File: config.mk
export PLATFORM = sky130hd
export DESIGN_NAME = z80_bus_arbiter
export DESIGN_NICKNAME = d
export VERILOG_FILES = /design/src/rtl/z80_bus_arbiter.sv
export SDC_FILE = /design/constraint.sdc
export NUM_CORES = 1
export LEC_CHECK = 0
export CORE_UTILIZATION = 50
export DETAILED_ROUTE_END_ITERATION = 16
export PLACE_DENSITY = 0.68
export SLEW_MARGIN = 20
export SYNTH_ARGS = -nofsm -noshare
export SYNTH_HDL_FRONTEND = slang
export SYNTH_SLANG_ARGS = --single-unit
File: constraint.sdc
create_clock -name wb_clk_i -period 2.86 [get_ports wb_clk_i]
set_input_delay 0.429 -clock wb_clk_i [delete_from_list [all_inputs] [get_ports wb_clk_i]]
set_output_delay 0.429 -clock wb_clk_i [all_outputs]
set_load 0.02 [all_outputs]
File: src/rtl/z80_bus_arbiter.sv
// Round-robin arbiter that lends the Z80 bus to two DMA masters via BUSRQ/BUSAK; all outputs registered.
// Latency: busrq_n falls 1 cycle after req, gnt rises 1 cycle after busak_n low; requesters hold req as backpressure.
module z80_bus_arbiter #(
    parameter int unsigned MAX_HOLD    = 256,
    parameter int unsigned ACK_TIMEOUT = 1023
) (
    input  logic       wb_clk_i,
    input  logic       wb_rst_i,
    input  logic [1:0] req,
    output logic [1:0] gnt,
    input  logic       busak_n,
    output logic       busrq_n,
    output logic       ext_bus_en,
    output logic       preempt,
    output logic       ack_err,
    input  logic       err_clr,
    output logic       last_owner
);

    localparam logic [1:0] S_IDLE    = 2'd0;
    localparam logic [1:0] S_REQ     = 2'd1;
    localparam logic [1:0] S_GRANT   = 2'd2;
    localparam logic [1:0] S_RELEASE = 2'd3;

    localparam logic [15:0] ACK_LIM  = 16'(ACK_TIMEOUT);
    localparam logic [15:0] HOLD_LIM = 16'(MAX_HOLD - 1);

    logic [1:0]  state;
    logic        owner;
    logic        granted;
    logic [15:0] ack_cnt;
    logic [15:0] hold_cnt;
    logic [15:0] ack_inc;
    logic [15:0] hold_inc;

    // Saturating increments so a stuck bus never wraps the counters.
    always_comb begin
        ack_inc  = (ack_cnt == 16'hFFFF) ? ack_cnt : ack_cnt + 16'd1;
        hold_inc = (hold_cnt == 16'hFFFF) ? hold_cnt : hold_cnt + 16'd1;
    end

    always_ff @(posedge wb_clk_i) begin
        if (wb_rst_i) begin
            state      <= S_IDLE;
            owner      <= 1'b0;
            granted    <= 1'b0;
            ack_cnt    <= 16'd0;
            hold_cnt   <= 16'd0;
            gnt        <= 2'b00;
            busrq_n    <= 1'b1;
            ext_bus_en <= 1'b0;
            preempt    <= 1'b0;
            ack_err    <= 1'b0;
            last_owner <= 1'b1;
        end else begin
            preempt <= 1'b0;
            case (state)
                S_IDLE: begin
                    gnt        <= 2'b00;
                    ext_bus_en <= 1'b0;
                    busrq_n    <= 1'b1;
                    if (req != 2'b00) begin
                        owner   <= (req == 2'b11) ? ~last_owner : req[1];
                        busrq_n <= 1'b0;
                        ack_cnt <= 16'd0;
                        granted <= 1'b0;
                        state   <= S_REQ;
                    end
                end
                S_REQ: begin
                    ack_cnt <= ack_inc;
                    if (!req[owner]) begin
                        busrq_n <= 1'b1;
                        state   <= S_RELEASE;
                    end else if (!busak_n) begin
                        gnt        <= owner ? 2'b10 : 2'b01;
                        ext_bus_en <= 1'b1;
                        hold_cnt   <= 16'd0;
                        granted    <= 1'b1;
                        state      <= S_GRANT;
                    end else if (ack_inc >= ACK_LIM) begin
                        ack_err <= 1'b1;
                        busrq_n <= 1'b1;
                        state   <= S_RELEASE;
                    end
                end
                S_GRANT: begin
                    // Requester done, CPU reclaimed the bus, or hold budget spent.
                    if (!req[owner] || busak_n || (hold_cnt >= HOLD_LIM)) begin
                        gnt        <= 2'b00;
                        ext_bus_en <= 1'b0;
                        busrq_n    <= 1'b1;
                        preempt    <= req[owner] && !busak_n;
                        state      <= S_RELEASE;
                    end else begin
                        hold_cnt <= hold_inc;
                    end
                end
                default: begin
                    gnt        <= 2'b00;
                    ext_bus_en <= 1'b0;
                    busrq_n    <= 1'b1;
                    if (busak_n) begin
                        if (granted) last_owner <= owner;
                        state <= S_IDLE;
                    end
                end
            endcase
            if (err_clr) ack_err <= 1'b0;
        end
    end

endmodule
==> out/qor.yml <==
finish:
  stdcell_count: 393
  area_growth_pct: 14.11
  final_cell_mix: "nor2_1 (46), dfxtp_1 (43), a21oi_1 (25)"
  n_antenna_cell: 0
  final_util_pct: 59.61
  layout-drive-gt1-share_pct: 11.35
  postLayoutCellArea_mm2: 0.002834
  final_nets: 337
  final_common_cell: "nor2_1"
power:
  p_per_area_mw_per_mm2: 665.3
  p_leak_uw: 0.0009794
  finalPower_uw: 1885
  ir_worst_vdd_mv: 0.5068
cts:
  post_cts_buffers: 0
  clock_latency_ns: 0.30
  cts.path.max_buffers: 2
  cts_made_buffers: 5
  cts_tree: "done"
  htree_levels: 2
  cts_root_buf: "clkbuf_8"
  clkTransAtPathRegs_ns: 0.09
  cts_hold_buf: 0
  cts.sinks: 43
detailed_routing:
  first_pass_iters: 5
  drc_errors: 0
  avgViaCountPerCell: 5.804
  via_count: 2281
  final_antenna_net_count: 0
  wl_per_cell_um: 14.33
  wirelength_um: 5632
  initialDrtViolationCount: 233
worst_hold_path:
  hold_class: "register to register"
critical_path:
  crit_fanout: 7
  cp-end-kind: "register"
  worstSetupPathType: "register to register"
  arrival_ns: 2.86
  cp-start-kind: "register"
  cp.required_ns: 3.06
sta:
  timing.hold.ws_ns: 0.4513
  slew_headroom_pct: 44.05
  finalCritPeriodShare_pct: 93.01
  clock_skew_ns: 0.01103
  hold_viol: 0
  fmax_mhz: 375.9
  worst_pin_slew_ns: 0.8336
  final_max_slew_viol_count: 0
  grt_setup_unrepaired: "no"
  setup_viol: 0
  period_minus_slack_ns: 2.660
logic_synthesis:
  synth_nets: 323
  synthMuxAreaShare_pct: 2.469
  synth.distinct_cells: 56
  synth_top_area_share_pct: 34.66
  syn_area_mm2: 0.002484
  synth_compound_area_share_pct: 22.27
  yosys.area_share.simple_pct: 29.57
  synth_flop_cell: "dfxtp_1"
  ys_top_cells_by_area: "dfxtp_1 (35%), nor2_1 (7.0%), a21oi_1 (5.0%)"
  synthCells: 311
  ys_seq_area_share_pct: 34.66
  synthXorXnorAreaFrac_pct: 3.174
  ys_ff_latch: 43
  async_flop_share_pct: 0
  synth_adder_area_share_pct: 3.023
  synth_warnings: 0
  yosys.area.top_type: "dfxtp_1"
  synth_top_family_by_area: "simple AND/OR/NAND/NOR gates"
  syn_area_per_cell_um2: 7.986
  synth_edf_count: 0
floorplanning:
  rows: 25
  start_util_pct: 52.24
  design.die.area_mm2: 0.005253
  pin_count: 13
  core_area_mm2: 0.004755
  dieWidth_um: 72.48
  die_h_um: 72.48
grt:
  grt_first_pass_wirelength_um: 9363
  grt_pass1_vias: 2052
  antenna_found_initial: 0
  grt_max_degree: 21
  grt_overflow: 0
  grt_usage_pct: 22.91
placement:
  numPortBuffers: 12
  gp_congestion: 0.9274
  dp.cells: 385
  hpwl_um: 4104
  place_area_mm2: 0.002706
run:
  maxCapViolCount: 0
outcome:
  status: "finished, final reports clean"
==> worst max-delay path: stages (launching register included) <==
cell and delay (ns):
dfxtp_1 0.41, ha_1 0.29, nand3_1 0.20, nor4_1 0.36, buf_4 0.19, mux2i_1 0.17
nand4b_1 0.13, a2111oi_0 0.43, nor3_2 0.10, mux2_2 0.28
==> state kept, by name, indices dropped and copies added (netlist names) <==
signal      cells
busrq_n         1
hold_cnt       16
ack_err         1
last_owner      1
ack_cnt        16
ext_bus_en      1
gnt             2
preempt         1
granted         1
owner           1
state           2
==> metal layers <==
metal | part of all wire [%] | wire length, µm | vias up | GRT usage (%)
met5 | 0 | 0 | - | 0
met4 | 1.4 | 81 | 0 | 8.061
met3 | 4.6 | 258 | 10 | 3.750
met2 | 47 | 2638 | 52 | 38.42
met1 | 47 | 2653 | 1053 | 29.73
li1 | - | - | 1166 | -
==> power breakdown <==
part | switching (µW) | total (µW) | leakage (µW) | internal [µW]
Clock | 221 | 508 | 0.0000618 | 287
Combinational | 434 | 701 | 0.000570 | 267
Sequential | 36.2 | 677 | 0.000348 | 640
Total | 691 | 1890 | 0.000979 | 1190
==> repair_timing <==
item,4_1_cts,5_1_grt
gates resized for setup,1,1
hold endpoints to repair,0,0
setup endpoints to repair,1,1
==> path summary, 6_finish.rpt <==
check             cells after the start  slack (ns)       start        to
setup reg to reg                      9        0.20  ack_cnt[1]  state[0]
setup / recovery                      9        0.20  ack_cnt[1]  state[0]
hold / removal                        2        0.45     ack_err   ack_err
hold reg to reg                       2        0.45     ack_err   ack_err
==> layout make-up <==
| cell class | instances | area, µm² |
|---|---|---|
| Clock buffer | 6 | 82.58 |
| Fill cell | 455 | 1921 |
| Inverter | 7 | 26.28 |
| Tap cell | 67 | 83.83 |
| Multi-Input combinational cell | 241 | 1509 |
| Sequential cell | 43 | 860.8 |
| Timing Repair Buffer | 27 | 232.7 |
| Clock inverter | 2 | 38.79 |
==> cell usage after synthesis, types with 2 or more instances <==
| library cell | n |
|---|---|
| nor4_1 | 3 |
| nand3_1 | 13 |
| a21oi_1 | 25 |
| and4_1 | 7 |
| o21ai_0 | 15 |
| inv_1 | 7 |
| a311oi_1 | 3 |
| nor2_1 | 46 |
| o21a_1 | 2 |
| xor2_1 | 5 |
| nor4_2 | 2 |
| and2_1 | 4 |
| buf_2 | 8 |
| a41oi_1 | 4 |
| o211ai_1 | 2 |
| mux2i_1 | 5 |
| ha_1 | 6 |
| a31oi_1 | 7 |
| clkbuf_1 | 9 |
| nand4_1 | 6 |
| o41ai_1 | 2 |
| nor3_1 | 16 |
| and3_1 | 2 |
| nand2b_1 | 5 |
| xnor2_1 | 4 |
| nor3b_1 | 2 |
| a211oi_1 | 4 |
| dfxtp_1 | 43 |
| o21bai_1 | 2 |
| a22oi_1 | 5 |
| a2111oi_0 | 2 |
| nand2_1 | 21 |
==> cell families after synthesis <==
| group | count (synthesis) |
|---|---|
| xor+xnor | 9 |
| simple gates | 139 |
| mux | 6 |
| compound gates | 81 |
| fa+ha+maj | 6 |
| buf+inv | 27 |
| flops | 43 |
==> per-stage QoR <==
| step | worst slack [ns] | setup TNS (ns) |
|---|---|---|
| floorplan | 0.2978 | 0 |
| global placement | -0.01489 | -0.01489 |
| detailed placement | -0.04575 | -0.04575 |
| CTS | 0.1044 | 0 |
| global route | 0.04392 | 0 |
| finish | 0.1998 | 0 |
Note: power is estimated with default switching activity, not from simulation.
